$ cat config.mk
export PLATFORM = sky130hd
export DESIGN_NAME = load_store_unit
export DESIGN_NICKNAME = d
export VERILOG_FILES = /design/src/rtl/load_store_unit.sv
export SDC_FILE = /design/constraint.sdc
export NUM_CORES = 1
export LEC_CHECK = 0
export ABC_AREA = 1
export CAP_MARGIN = 10
export CORE_UTILIZATION = 41
export DETAILED_ROUTE_END_ITERATION = 16
export PLACE_DENSITY_LB_ADDON = 0.1
export SLEW_MARGIN = 20
export SYNTH_ARGS = -nofsm -noshare
export SYNTH_HDL_FRONTEND = slang
export SYNTH_SLANG_ARGS = --single-unit
$ cat constraint.sdc
create_clock -name clk -period 1.7 [get_ports clk]
set_input_delay 0.34 -clock clk [delete_from_list [all_inputs] [get_ports clk]]
set_output_delay 0.34 -clock clk [all_outputs]
set_load 0.02 [all_outputs]
$ cat src/rtl/load_store_unit.sv
// Memory stage after the ALU: issues one req/ack data access per start,
// formats byte/half/word data and holds busy until the done pulse.
//
// Ports: clk, rst_n (async, active-low); start/is_store/funct3/addr/wdata
// from execute; busy/done/rdata/fault to the pipeline; mem_* to data memory.
module load_store_unit #(
  parameter int TIMEOUT = 16
) (
  input  logic        clk,
  input  logic        rst_n,
  input  logic        start,
  input  logic        is_store,
  input  logic [2:0]  funct3,
  input  logic [31:0] addr,
  input  logic [31:0] wdata,
  output logic        busy,
  output logic        done,
  output logic [31:0] rdata,
  output logic [1:0]  fault,
  output logic        mem_req,
  output logic        mem_we,
  output logic [31:0] mem_addr,
  output logic [3:0]  mem_be,
  output logic [31:0] mem_wdata,
  input  logic [31:0] mem_rdata,
  input  logic        mem_ack
);

  localparam int CW = $clog2(TIMEOUT + 1);

  typedef enum logic [1:0] {
    S_IDLE,
    S_REQ,
    S_DONE
  } state_t;

  state_t r_state;
  state_t w_next;

  logic          r_store;
  logic [2:0]    r_f3;
  logic [1:0]    r_off;
  logic [CW-1:0] r_cnt;
  logic          r_we;
  logic [31:0]   r_maddr;
  logic [3:0]    r_be;
  logic [31:0]   r_wd;
  logic [31:0]   r_rdata;
  logic [1:0]    r_fault;

  logic          w_legal;
  logic          w_misal;
  logic          w_ok;
  logic          w_tmo;
  logic [3:0]    w_be;
  logic [31:0]   w_wd;
  logic [31:0]   w_sh;
  logic [31:0]   w_ld;

  // Request-side decode straight from the execute inputs.
  always_comb begin
    w_legal = 1'b0;
    case (funct3)
      3'b000, 3'b001, 3'b010: w_legal = 1'b1;
      3'b100, 3'b101:         w_legal = ~is_store;
      default:                w_legal = 1'b0;
    endcase
    w_misal = 1'b0;
    w_be    = 4'b1111;
    w_wd    = wdata;
    case (funct3[1:0])
      2'b00: begin
        w_be = 4'b0001 << addr[1:0];
        w_wd = {4{wdata[7:0]}};
      end
      2'b01: begin
        w_misal = addr[0];
        w_be    = 4'b0011 << {addr[1], 1'b0};
        w_wd    = {2{wdata[15:0]}};
      end
      default: begin
        w_misal = |addr[1:0];
      end
    endcase
  end

  assign w_ok  = w_legal & ~w_misal;
  assign w_tmo = (r_cnt == CW'(TIMEOUT - 1));

  // Lane select: aligned halves have r_off[0]=0, so a byte shift covers both.
  always_comb begin
    w_sh = mem_rdata >> {r_off, 3'b000};
    case (r_f3)
      3'b000:  w_ld = {{24{w_sh[7]}}, w_sh[7:0]};
      3'b001:  w_ld = {{16{w_sh[15]}}, w_sh[15:0]};
      3'b100:  w_ld = {24'h0, w_sh[7:0]};
      3'b101:  w_ld = {16'h0, w_sh[15:0]};
      default: w_ld = mem_rdata;
    endcase
  end

  always_ff @(posedge clk or negedge rst_n) begin
    if (!rst_n) r_state <= S_IDLE;
    else        r_state <= w_next;
  end

  always_comb begin
    w_next = r_state;
    case (r_state)
      S_IDLE: if (start) w_next = w_ok ? S_REQ : S_DONE;
      S_REQ:  if (mem_ack || w_tmo) w_next = S_DONE;
      S_DONE: w_next = S_IDLE;
      default: w_next = S_IDLE;
    endcase
  end

  always_ff @(posedge clk or negedge rst_n) begin
    if (!rst_n) begin
      r_store <= 1'b0;
      r_f3    <= 3'b0;
      r_off   <= 2'b0;
      r_cnt   <= '0;
      r_we    <= 1'b0;
      r_maddr <= 32'h0;
      r_be    <= 4'h0;
      r_wd    <= 32'h0;
      r_rdata <= 32'h0;
      r_fault <= 2'b00;
    end else begin
      case (r_state)
        S_IDLE: begin
          if (start) begin
            r_store <= is_store;
            r_f3    <= funct3;
            r_off   <= addr[1:0];
            r_cnt   <= '0;
            // Memory port only moves for accesses that will be issued.
            if (w_ok) begin
              r_we    <= is_store;
              r_maddr <= {addr[31:2], 2'b00};
              r_be    <= w_be;
              r_wd    <= w_wd;
            end else begin
              r_rdata <= 32'h0;
              r_fault <= w_legal ? 2'b01 : 2'b10;
            end
          end
        end
        S_REQ: begin
          if (r_cnt != CW'(TIMEOUT)) r_cnt <= r_cnt + 1'b1;
          if (mem_ack) begin
            r_rdata <= r_store ? 32'h0 : w_ld;
            r_fault <= 2'b00;
          end else if (w_tmo) begin
            r_rdata <= 32'h0;
            r_fault <= 2'b11;
          end
        end
        default: ;
      endcase
    end
  end

  assign busy      = (r_state != S_IDLE);
  assign done      = (r_state == S_DONE);
  assign mem_req   = (r_state == S_REQ);
  assign mem_we    = r_we;
  assign mem_addr  = r_maddr;
  assign mem_be    = r_be;
  assign mem_wdata = r_wd;
  assign rdata     = r_rdata;
  assign fault     = r_fault;

endmodule
==> impl_metrics.env <==
export IMPL_outcome="finished with violations"
export IMPL_violations="setup timing"
export IMPL_nets=1116
export IMPL_cts_root_buf="clkbuf_16"
export IMPL_instances_no_fill=1198
export IMPL_overflow=0
export IMPL_synth_top_area_share_pct=49.52
export IMPL_grt_use_total_pct=26.62
export IMPL_finClkSkew_ns=0.005448
export IMPL_ant_nets=0
export IMPL_async_reset_ff_share_pct=100.0
export IMPL_ioPinCount=210
export IMPL_htreeDepth=4
export IMPL_arrival_ns=2.09
export IMPL_grt_pass1_vias=5780
export IMPL_endpoint_kind="flop"
export IMPL_dp_cells=1155
export IMPL_cp_data_required_time_ns=2.00
export IMPL_irDropWorstVdd_uv=938.4
export IMPL_clk_pin_slew_worst_paths_ns=0.05
export IMPL_insertedDiodeCount=0
export IMPL_dr_pass1_iters=5
export IMPL_worst_slack_ns=-0.09467
export IMPL_seq_area_um2=2854
export IMPL_viasPerCell=5.204
export IMPL_timing_fmax_mhz=557.2
export IMPL_cts_path_max_buffers=2
export IMPL_layout_drive_gt1_share_pct=15.46
export IMPL_p_per_area_nw_per_um2=1694
export IMPL_cts_made_buffers=17
export IMPL_row_count=42
export IMPL_die_area_um2=14530
export IMPL_fp_dieH_um=120.5
export IMPL_final_setup_tns_ns=-2.541
export IMPL_fillers=1154
export IMPL_drt_iter0_drc=683
export IMPL_synth_area_leader_cell="dfrtp_1"
export IMPL_cts_tree="built"
export IMPL_synthTopCellsByCount="nand2_1, dfrtp_1, nand4_1"
export IMPL_drt_total_wl_mm=20.12
export IMPL_power_static_leakage_nw=4.888
export IMPL_grt_first_pass_wirelength_mm=29.66
export IMPL_clock_latency_ns=0.41
export IMPL_coreArea_um2=13450
export IMPL_antenna_found_initial=0
export IMPL_multi_input_comb_area_um2=2660
export IMPL_synth_area_per_cell_um2=7.520
export IMPL_synth_edf_count=0
export IMPL_synth_ff_type="dfrtp_1"
export IMPL_hpwl_mm=13.59
export IMPL_yosys_cell_count_top_type="nand2_1"
export IMPL_ys_seq_elements=114
export IMPL_startpoint_type="flop"
export IMPL_globalplace_congestion=0.8924
export IMPL_route_detailed_drc=0
export IMPL_hp_class="flop to flop"
export IMPL_critPathMaxFanout=7
export IMPL_port_buffers=207
export IMPL_vias=6234
export IMPL_period_share_pct=105.6
export IMPL_synth_area_top_cells="dfrtp_1, nand2_1, nand4_1"
export IMPL_clkSinkCount=114
export IMPL_dieWidth_um=120.5
export IMPL_yosysUniqueCellTypes=29
export IMPL_area_growth_pct=58.51
export IMPL_grt_max_degree=60
export IMPL_routedWlPerCell_um=16.79
export IMPL_synth_area_um2=5761
export IMPL_synth_warnings=0
export IMPL_syn_inst=766
export IMPL_rsz0062_at_grt="true"
export IMPL_start_util_pct=42.82
export IMPL_worstSetupPathType="flop to flop"
export IMPL_finalCriticalPeriod_ns=1.795
export IMPL_drv_cap=0
export IMPL_ys_seq_area_share_pct=49.52
export IMPL_hold_viol=0
export IMPL_setup_viol=37
export IMPL_maxSlewViolCount=0
==> kinds of logic after synthesis <==
kind of cell	synth area share [%]
simple gates	37.21
buf+inv	6.451
other cells	0.06510
compound gates	5.951
fa+ha+maj	0.6517
flops	49.52
xor+xnor	0.1521
==> final timing paths <==
path / start / to / slack, ns / depth (start not counted)
max: r_cnt[0] / rdata[15] / -0.09 / 12
min: mem_addr[29] / mem_addr[29] / 0.46 / 2
max reg2reg: r_cnt[0] / rdata[15] / -0.09 / 12
min reg2reg: mem_addr[29] / mem_addr[29] / 0.46 / 2
max in group asynchronous: rst_n / r_state[1] / 0.90 / 3
min in group asynchronous: rst_n / rdata[4] / 0.47 / 3
==> timing repair <==
| item | CTS | global route |
|---|---|---|
| hold buffers | 1 | 0 |
| cloned | 0 | 7 |
| setup buffers | 0 | 3 |
| pin swaps | 0 | 17 |
| setup endpoints to repair | 147 | 107 |
| resized for setup | 106 | 47 |
| hold endpoints to repair | 114 | 0 |
==> metrics by stage <==
stage | hold slack (ns) | util, % | setup WS, ns | power, mW | instance area, um^2
floorplan | 0.04441 | - | 0.0001146 | 7.936 | 5764
global placement | 0.3590 | 62.04 | -0.1866 | 11.62 | 8346
detailed placement | 0.3631 | 62.04 | -0.2567 | 11.72 | 8346
CTS | 0.4428 | 65.92 | -0.09188 | 14.86 | 8869
global route | 0.4868 | 67.88 | -0.2243 | 16.31 | 9131
finish | 0.4619 | 67.88 | -0.09467 | 15.47 | 9131
==> critical path, cell delays in order, from the launching register on <==
cell and delay [ns]:
dfrtp_1 0.36, ha_2 0.20, nand2_2 0.06, nor2_2 0.08, ha_2 0.17, nor2_1 0.04, nand2_1 0.08, o21ai_2 0.09
nor2_4 0.19, nand2_8 0.12, clkbuf_16 0.19, nand2_2 0.05, nand2_1 0.05
==> placed cells by master, fill, tap and decap left out, types with 12 or more instances in the layout <==
master	Yosys	final
nor2_1	38	35
clkbuf_16	0	21
clkdlybuf4s50_1	0	101
nand2_2	3	26
nand3_1	39	39
buf_4	6	50
inv_1	35	34
o21ai_0	25	25
dlygate4sd2_1	0	101
nand2_1	346	320
dfrtp_1	114	113
a21oi_1	12	12
nand4_1	59	59
==> layout make-up <==
class                   instances  area share [%]
flip-flops and latches        114           31.26
multi-input cells             564           29.13
repair buffers                272           28.58
clock buffers                  19           4.960
well taps                     176           2.412
clock inverters                13           2.014
inverters                      40           1.644
==> layer usage <==
layer	global-route usage, %	vias up	part of all wire (%)
met3	6.557	39	7.6
met1	33.88	2940	41
met5	0	-	0
met2	43.57	286	49
li1	-	2969	-
met4	10.42	0	2.6
==> state kept, by name (all words and copies together) (netlist names), 2 cells and up <==
name       cells
mem_wdata     32
rdata         32
mem_addr      30
r_cnt          5
mem_be         4
r_f3           3
fault          2
r_off          2
r_state        2
==> power breakdown <==
part / total [mW] / switching, mW / internal, mW
clock: 3.80 / 1.27 / 2.52
sequential: 4.46 / 0.709 / 3.75
combinational: 7.21 / 4.30 / 2.92
(Power assumes the default switching activity.)
==> RTL change, RTL diff (same flow settings) <==
The parameter `TIMEOUT` goes from 16 to 32.
--- a/src/rtl/load_store_unit.sv
+++ b/src/rtl/load_store_unit.sv
@@ -5,5 +5,5 @@
 // from execute; busy/done/rdata/fault to the pipeline; mem_* to data memory.
 module load_store_unit #(
-  parameter int TIMEOUT = 16
+  parameter int TIMEOUT = 32
 ) (
   input  logic        clk,
Behaviour: same outputs for any inputs over 4 cycles, from zero or initial values and one cycle with rst_n low; that may be too few to reach the edited logic, so the function may still have changed.
==> RTL change against the original RTL <==
Setup slack better by 0.14 ns. Power is 4.4% lower. Routed wire length is 13% lower. Largest power group unchanged. Core utilization is 4.2 points lower. Non-clock buffer count shrank 25. Maximum frequency is 8.7% higher. Synthesized cell count increased by 2.3%. Synthesized area up 1.9%. Largest cell class unchanged. Sequential share of layout area is 1.2 points higher. Count of clock-buffer cells in the layout up 3. Design area down 2.8%. Register-to-register slack better by 0.20 ns. Sequential cell count up 1. Critical path depth is 9 lower.
==> RTL change: results (changes against the original RTL) <==
INFO  metric cts_made_buffers = 17 (unchanged)
INFO  metric via_count_of_the_first_global_routing_pass = 5670 (-1.9%)
INFO  metric length_of_the_first_detailed_routing_pass_in_iterations = 5 (unchanged)
INFO  metric yosys.area_share.adder = 0.00426 (-0.00225)
INFO  metric reg2reg_slack = 0.11 ns (+0.20 ns)
INFO  metric run_status = completed
INFO  metric worst_r2r_startpoint = r_state[1]$_DFFE_PN0P_
INFO  metric synthTopCellsByArea = sky130_fd_sc_hd__dfrtp_1 (49%), sky130_fd_sc_hd__nand2_1 (22%), sky130_fd_sc_hd__o21ai_0 (8.6%)
INFO  metric hold_end = r_f3[1]$_DFFE_PN0P_
INFO  metric ff2ff_path_depth = 7 (-5)
INFO  metric ys.flop_type = sky130_fd_sc_hd__dfrtp_1
INFO  metric layout.nets = 1114 (-0.18%)
INFO  metric power.static_leakage = 4.75 nW (-2.9%)
INFO  metric num-fill-cells = 1297 (+12%)
INFO  metric port_buffers = 207 (unchanged)
INFO  metric synth-compound-area-share = 0.122 (+0.0620)
INFO  metric crit_path_max_fanout = 3 (-4)
INFO  metric pin_count_of_the_biggest_net_entering_global_routing = 68 (+13%)
INFO  metric syn_area_per_cell = 7.49 um^2 (-0.45%)
INFO  metric detailed_placement_hpwl = 12500 um (-7.8%)
INFO  metric post_route_cells_drive_above_1_share = 0.0922 (-0.0624)
INFO  metric skew = 0.00672 ns (+0.00128 ns)
INFO  metric synth_cell_type_count = 28 (-3.4%)
INFO  metric cp_slowest_stage_delay = 0.39 ns (+0.03 ns)
INFO  metric antenna_found_initial = 0 (unchanged)
INFO  metric global_route.usage.total = 0.246 (-0.0197)
INFO  metric netlist_top_cells_count = sky130_fd_sc_hd__nand2_1 (349), sky130_fd_sc_hd__dfrtp_1 (115), sky130_fd_sc_hd__o21ai_0 (101)
INFO  metric hold_path.startpoint = funct3[1]
INFO  metric worst_ir_drop_vdd = 0.956 mV (+1.9%)
INFO  metric instances_no_fill = 1200 (+0.17%)
INFO  metric reg2reg_to = mem_wdata[12]$_DFFE_PN0P_
INFO  metric cts_buffer_depth = 2 (unchanged)
INFO  metric detail_route.vias_per_cell = 4.88 (-6.3%)
INFO  metric post_synth_xor_area_fraction = 0.00149 (-0.0000282)
INFO  metric gpl.final_weighted_congestion = 0.859 (-3.8%)
INFO  metric dp_cells = 1167 (+1.0%)
INFO  metric worst_ep_arrival_time = 1.31 ns (-0.78 ns)
INFO  metric first_pass_grt_wire_length = 28000 um (-5.8%)
INFO  metric timing.hold.worst.class = input port to flop
INFO  metric share_of_synthesized_area_occupied_by_flip_flops_and_latches = 0.490 (-0.00492)
INFO  metric place_ws = -0.412 ns (-0.155 ns)
INFO  metric hold_depth = 3 (+1)
INFO  metric totalWireLength = 17600 um (-13%)
INFO  metric initialDrtViolationCount = 370 (-46%)
RTL change: per-layer routing:
metal	GRT usage	routed length (um)	up-vias
met4	0.103	369	0
met3	0.0754	1250	27
met5	0	0	-
met2	0.391	8280	220
li1	-	-	2940
met1	0.312	7660	2664
RTL change: metrics by stage:
step | hold WS (ns) | util | area [um^2] | power (mW)
6_report | 0.371 | 0.637 | 8880 | 14.8
5_1_grt | 0.395 | 0.637 | 8880 | 15.7
4_1_cts | 0.402 | 0.634 | 8840 | 14.9
3_5_place_dp | 0.286 | 0.595 | 8290 | 11.5
3_3_place_gp | 0.287 | 0.595 | 8290 | 11.4
2_1_floorplan | 0.0444 | - | 5870 | 8.19
RTL change: cell type report:
| type | instances | area share |
|---|---|---|
| flip-flops and latches | 115 | 0.324 |
| multi-input cells | 571 | 0.285 |
| repair buffers | 247 | 0.267 |
| clock buffers | 22 | 0.0523 |
| well taps | 180 | 0.0254 |
| inverters | 56 | 0.0237 |
| clock inverters | 9 | 0.0227 |
RTL change: critical path: cells and delay by family, from the launching register on:
kind	cells	cell delay [ns]
flip-flops	1	0.39
buffers and inverters	2	0.35
AND/OR/NAND/NOR	1	0.16
RTL change: where the power goes:
| part | internal (mW) | switching, mW |
|---|---|---|
| sequential | 3.80 | 0.589 |
| combinational | 2.38 | 3.94 |
| clock | 2.82 | 1.26 |
RTL change: worst max-delay path by stage:
stage / start / endpoint / slack, ns / cells past startpoint
finish: r_state[1]$_DFFE_PN0P_ / busy / 0.05 / 3
global route: r_cnt[0]$_DFFE_PN0P_ / rdata[3]$_DFFE_PN0P_ / 0.006 / 9
CTS: funct3[1] / mem_wdata[25]$_DFFE_PN0P_ / 0.003 / 6
detailed placement: funct3[1] / mem_wdata[26]$_DFFE_PN0P_ / -0.41 / 6
global placement: funct3[1] / mem_wdata[26]$_DFFE_PN0P_ / -0.34 / 6
floorplan: r_state[1]$_DFFE_PN0P_ / rdata[21]$_DFFE_PN0P_ / 0.20 / 8
RTL change: cell families (layout without fill, tap and decap cells):
logic type,count (synthesis),count (layout)
other cells,1,2
buf+inv,99,334
fa+ha+maj,2,2
flops,115,115
compound gates,135,135
xor+xnor,1,1
simple gates,431,431
RTL change: repair_timing:
| item | CTS | global route |
|---|---|---|
| hold buffers | 1 | 0 |
| gates resized for setup | 108 | 8 |
| pin swaps | 0 | 1 |
| endpoints found under the hold margin | 20 | 0 |
| endpoints found under the setup margin | 104 | 60 |
| setup buffers | 0 | 0 |
| cloned | 0 | 1 |
